===== src/rtl/fma_rr_scheduler.sv =====
// Round-robin front end that shares one FMA among NREQ requesters: grant, issue,
// wait for the answer (with timeout), release the FMA, return a tagged response.
module fma_rr_scheduler #(
    parameter int NREQ    = 4,
    parameter int FP      = 32,
    parameter int TIMEOUT = 16,
    parameter int GAP     = 10
) (
    input  logic                    clk,
    input  logic                    rst,
    input  logic [NREQ-1:0]         req_valid_in,
    output logic [NREQ-1:0]         req_ready_out,
    input  logic [NREQ*FP-1:0]      req_a_in,
    input  logic [NREQ*FP-1:0]      req_b_in,
    output logic [FP-1:0]           fma_float_0_out,
    output logic [FP-1:0]           fma_float_1_out,
    output logic                    fma_req_out,
    output logic                    fma_busy_out,
    input  logic                    fma_busy_in,
    input  logic                    fma_ready_in,
    input  logic [FP-1:0]           fma_answer_in,
    input  logic                    fma_ovf_in,
    input  logic                    fma_unf_in,
    output logic                    rsp_valid_out,
    input  logic                    rsp_ready_in,
    output logic [$clog2(NREQ)-1:0] rsp_id_out,
    output logic [FP-1:0]           rsp_data_out,
    output logic                    rsp_ovf_out,
    output logic                    rsp_unf_out,
    output logic                    rsp_err_out
);
    localparam int IW = $clog2(NREQ);
    localparam int TW = $clog2(TIMEOUT + 1);
    localparam int GW = $clog2(GAP + 1);

    typedef enum logic [2:0] {
        S_IDLE,
        S_ISSUE,
        S_WAIT,
        S_ACK,
        S_RESP
    } state_t;

    state_t        state_q, state_d;
    logic [IW-1:0] ptr_q, id_q;
    logic [GW-1:0] gap_q;
    logic [TW-1:0] tmo_q;
    logic          ack_q;
    logic [FP-1:0] a_q, b_q, data_q;
    logic          ovf_q, unf_q, err_q;

    logic [FP-1:0] a_arr [NREQ];
    logic [FP-1:0] b_arr [NREQ];
    logic [IW:0]   cand;
    logic          grant_vld, can_grant, tmo_hit;
    logic [IW-1:0] grant_idx;

    // The FMA's own busy flag carries no extra information: spacing is enforced by the gap timer.
    logic unused_fma_busy;
    assign unused_fma_busy = fma_busy_in;

    for (genvar gi = 0; gi < NREQ; gi++) begin : g_unpack
        assign a_arr[gi] = req_a_in[gi*FP +: FP];
        assign b_arr[gi] = req_b_in[gi*FP +: FP];
    end

    // First valid requester strictly after the pointer, wrapping NREQ-1 -> 0.
    always_comb begin
        grant_vld = 1'b0;
        grant_idx = '0;
        cand      = '0;
        for (int k = 1; k <= NREQ; k++) begin
            cand = {1'b0, ptr_q} + (IW+1)'(k);
            if (cand >= (IW+1)'(NREQ)) cand = cand - (IW+1)'(NREQ);
            if (!grant_vld && req_valid_in[cand[IW-1:0]]) begin
                grant_vld = 1'b1;
                grant_idx = cand[IW-1:0];
            end
        end
    end

    assign can_grant = (state_q == S_IDLE) && grant_vld && (gap_q >= GW'(GAP));
    assign tmo_hit   = (tmo_q == TW'(TIMEOUT - 1));

    always_ff @(posedge clk) begin
        if (rst) state_q <= S_IDLE;
        else     state_q <= state_d;
    end

    always_comb begin
        state_d = state_q;
        case (state_q)
            S_IDLE:  if (can_grant) state_d = S_ISSUE;
            S_ISSUE: state_d = S_WAIT;
            S_WAIT: begin
                if (fma_ready_in) state_d = S_ACK;
                else if (tmo_hit) state_d = S_RESP;
            end
            S_ACK:   if (ack_q) state_d = S_RESP;
            S_RESP:  if (rsp_ready_in) state_d = S_IDLE;
            default: state_d = S_IDLE;
        endcase
    end

    always_comb begin
        req_ready_out = '0;
        if (can_grant) req_ready_out[grant_idx] = 1'b1;
        fma_req_out   = (state_q == S_ISSUE);
        fma_busy_out  = (state_q == S_ACK);
        rsp_valid_out = (state_q == S_RESP);
    end

    always_ff @(posedge clk) begin
        if (rst) begin
            ptr_q  <= IW'(NREQ - 1);
            gap_q  <= GW'(GAP);
            tmo_q  <= '0;
            ack_q  <= 1'b0;
            a_q    <= '0;
            b_q    <= '0;
            id_q   <= '0;
            data_q <= '0;
            ovf_q  <= 1'b0;
            unf_q  <= 1'b0;
            err_q  <= 1'b0;
        end else begin
            if (state_q == S_ISSUE)   gap_q <= '0;
            else if (gap_q < GW'(GAP)) gap_q <= gap_q + GW'(1);
            case (state_q)
                S_IDLE: begin
                    if (can_grant) begin
                        a_q   <= a_arr[grant_idx];
                        b_q   <= b_arr[grant_idx];
                        id_q  <= grant_idx;
                        ptr_q <= grant_idx;
                    end
                end
                S_ISSUE: begin
                    tmo_q <= '0;
                    ack_q <= 1'b0;
                end
                S_WAIT: begin
                    // A ready arriving on the timeout cycle still delivers the real answer.
                    if (fma_ready_in) begin
                        data_q <= fma_answer_in;
                        ovf_q  <= fma_ovf_in;
                        unf_q  <= fma_unf_in;
                        err_q  <= 1'b0;
                    end else if (tmo_hit) begin
                        data_q <= '0;
                        ovf_q  <= 1'b0;
                        unf_q  <= 1'b0;
                        err_q  <= 1'b1;
                    end else begin
                        tmo_q <= tmo_q + TW'(1);
                    end
                end
                S_ACK:   ack_q <= 1'b1;
                default: ;
            endcase
        end
    end

    assign fma_float_0_out = a_q;
    assign fma_float_1_out = b_q;
    assign rsp_id_out      = id_q;
    assign rsp_data_out    = data_q;
    assign rsp_ovf_out     = ovf_q;
    assign rsp_unf_out     = unf_q;
    assign rsp_err_out     = err_q;

endmodule


===== config.mk =====
export PLATFORM = sky130hd
export DESIGN_NAME = fma_rr_scheduler
export DESIGN_NICKNAME = d
export VERILOG_FILES = /design/src/rtl/fma_rr_scheduler.sv
export SDC_FILE = /design/constraint.sdc
export NUM_CORES = 1
export LEC_CHECK = 0
export CORE_AREA = 2 2 160 162
export DETAILED_ROUTE_END_ITERATION = 16
export DIE_AREA = 0 0 162 164
export PLACE_DENSITY = 0.55
export SLEW_MARGIN = 40
export SYNTH_ARGS = -nofsm -noshare
export SYNTH_HDL_FRONTEND = slang
export SYNTH_SLANG_ARGS = --single-unit

===== constraint.sdc =====
create_clock -name clk -period 6.15 [get_ports clk]
set_clock_uncertainty 0.15 [all_clocks]
set_input_delay 1.23 -clock clk [delete_from_list [all_inputs] [get_ports clk]]
set_output_delay 1.23 -clock clk [all_outputs]
set_load 0.01 [all_outputs]

==> results.cfg <==
[outcome]
status = complete, no violations

[cts]
ctsHoldBuffers = 0
clkTransAtPathRegs_ns = 0.06
cts_resized = 0
cts_buffers = 17
cts.sinks = 116
clockBufferDepth = 2
clk_latency_ns = 0.41
cts_tree = built
cts_setup_buffers = 0
cts-root-buf = clkbuf_16
h-tree-depth = 4

[yosys]
synth_mux_area_share_pct = 0.368
synth_seq_area_share_pct = 40.1
synth-simple-area-share_pct = 13.0
syn_inst = 702
synth_seq_cells = 116
ys_top_cells_by_area = dfxtp_1 40%, a221oi_1 9.8%, o21bai_1 8.2%
async_flop_share_pct = 0
synth_compound_area_share_pct = 39.0
synth_top_family_by_area = compound AO/OA/AOI/OAI gates
synth_ff_type = dfxtp_1
syn-cell-area_um2 = 5780
yosys.area.top_type = dfxtp_1
syn_nets = 1005
synth_top_area_share_pct = 40.1
ys_warn_count = 0
syn_area_per_cell_um2 = 8.24
synth_edf_count = 0
synth_adder_area_share_pct = 0.865
ys_types = 47
synthXorXnorAreaFrac_pct = 0.454

[die]
ios = 407
rows = 58
fp.dieW_um = 162
start_util_pct = 23.3
dieArea_um2 = 26600
die_h_um = 164
fp.coreArea_um2 = 24800

[global_route]
globalRouteOverflowTotal = 0
first_global_vias = 6798
grt_max_degree = 69
grt_pass1_wl_mm = 40.4
track_usage_pct = 20.0
antenna_found_initial = 2

[pwr]
leakagePower_nw = 3.80
power_density_nw_per_um2 = 385
ir_worst_vdd_mv = 0.315

[timing]
worstMarginPinSlew_ns = 0.877
timing.final.max_slew_violations = 0
rsz0062_at_grt = no
finalSetupViolCount = 0
finalSetupTns_ns = 0
holdWs_ns = 0.324
fin_crit_sh_pct = 80.5
clock.fmax_ghz = 0.202
fin_crit_ns = 4.95
hold_viol_final = 0
maxSlewHeadroom_pct = 41.5

[hold_path]
min_path_type = flip-flop to flip-flop

[drt]
detail-route-antenna-nets = 0
routed_wl_mm = 28.0
vias = 6986
drtIter0Drc = 456
drcViolationCount = 0
wire_per_inst_um = 19.9
drt_pass1_iterations = 5
vias_per_cell = 4.97

[critical_path]
required_ns = 4.77
cp.arrival_ns = 3.57
critPathKind = primary input to output port
cp-start-kind = primary input
path_max_fanout = 11
end_kind = output port

[final_layout]
fin_util_pct = 43.0
syn2layout_area_growth_pct = 84.4
nNetsFinal = 1365
drive_gt1_share_pct = 5.67

[job]
drv_cap = 0

[place]
portBuffers = 405
dp_hpwl_mm = 19.8
place.gp.congestion = 0.761
-- registers in the layout, summed over array words and instances (netlist names), 2 cells and up --
| signal | count |
|---|---|
| rsp_data_out | 32 |
| state_q | 3 |
| fma_float_0_out | 32 |
| rsp_id_out | 2 |
| ptr_q | 2 |
| fma_float_1_out | 32 |
| gap_q | 4 |
| tmo_q | 5 |
-- power breakdown --
group          total, mW  internal, mW  switching [mW]
registers           1.11         0.969           0.145
clock network       1.02         0.630           0.394
logic               1.97         0.925            1.05
total               4.11          2.52            1.58
-- synth_stat cells (4+ instances only) --
| cell | number |
|---|---|
| a21oi_1 | 13 |
| a221oi_1 | 65 |
| a22oi_1 | 34 |
| a311oi_1 | 6 |
| a31oi_1 | 59 |
| and3_1 | 4 |
| buf_1 | 4 |
| buf_2 | 14 |
| clkbuf_1 | 55 |
| dfxtp_1 | 116 |
| ha_1 | 4 |
| inv_1 | 7 |
| nand2_1 | 74 |
| nand2b_1 | 4 |
| nand3_1 | 4 |
| nor2_1 | 58 |
| nor3_1 | 9 |
| o21ai_0 | 69 |
| o21bai_1 | 63 |
-- routing by layer --
| metal | part of all wire, % | up-vias | track usage, % |
|---|---|---|---|
| met5 | 0 | - | 0 |
| met4 | 1.7 | 0 | 6.19 |
| met3 | 8.8 | 23 | 6.97 |
| met2 | 50 | 301 | 35.4 |
| met1 | 40 | 3275 | 22.5 |
| li1 | - | 3387 | - |
-- cell usage in the layout (no fill, tap or decap), types with 2 or more instances in the layout --
master / n
a211oi_1: 3
a21oi_1: 13
a221oi_1: 65
a22oi_1: 34
a311oi_1: 6
a31oi_1: 59
and3_1: 3
buf_4: 13
bufinv_16: 2
clkbuf_16: 17
clkbuf_8: 3
clkdlybuf4s50_1: 404
clkinv_2: 2
clkinvlp_4: 5
dfxtp_1: 116
diode_2: 2
ha_1: 4
inv_1: 7
inv_6: 2
nand2_1: 74
nand2b_1: 4
nand3_1: 4
nor2_1: 58
nor2b_1: 3
nor3_1: 9
nor3b_2: 2
o21a_1: 2
o21ai_0: 69
o21bai_1: 63
or2_2: 2
xor2_1: 2
-- critical path: stages --
cell,delay [ns]
clkdlybuf4s50_1,0.59
or4_4,0.63
and3_2,0.26
nand3_1,0.15
o21ba_1,0.19
clkdlybuf4s50_1,0.50
-- kinds of logic after synthesis --
kind of cell | Yosys count
buffers and inverters | 84
flip-flops | 116
XOR/XNOR | 3
AND/OR/NAND/NOR | 170
multiplexers | 2
AO/OA/AOI/OAI | 323
adder cells (fa/ha/maj) | 4
-- through the flow --
step	power [mW]	area (um2)	instances	setup WS [ns]
2_1_floorplan	2.19	5780	702	2.15
3_3_place_gp	3.12	10000	1372	1.22
3_5_place_dp	3.13	10100	1373	1.20
4_1_cts	4.17	10700	1405	1.19
5_1_grt	4.37	10700	1407	1.11
6_report	4.11	10700	1407	1.20
-- worst paths after layout --
kind | from | to | slack, ns | cells past startpoint
setup / recovery | req_valid_in[1] | req_ready_out[2] | 1.20 | 6
hold / removal | rsp_err_out | rsp_err_out | 0.32 | 2
setup reg to reg | state_q[0] | fma_float_0_out[6] | 3.56 | 5
hold reg to reg | rsp_err_out | rsp_err_out | 0.32 | 2
-- layout make-up --
cell class / instances / area [um2]
tap: 330 / 413
sequential: 116 / 2320
multi-input combinational: 502 / 3150
fill: 2516 / 14200
antenna: 2 / 5.00
inverter: 7 / 26.3
clock buffer: 21 / 470
clock inverter: 11 / 125
timing repair buffer: 418 / 4160
No activity file was read; power rests on OpenSTA's default activity.
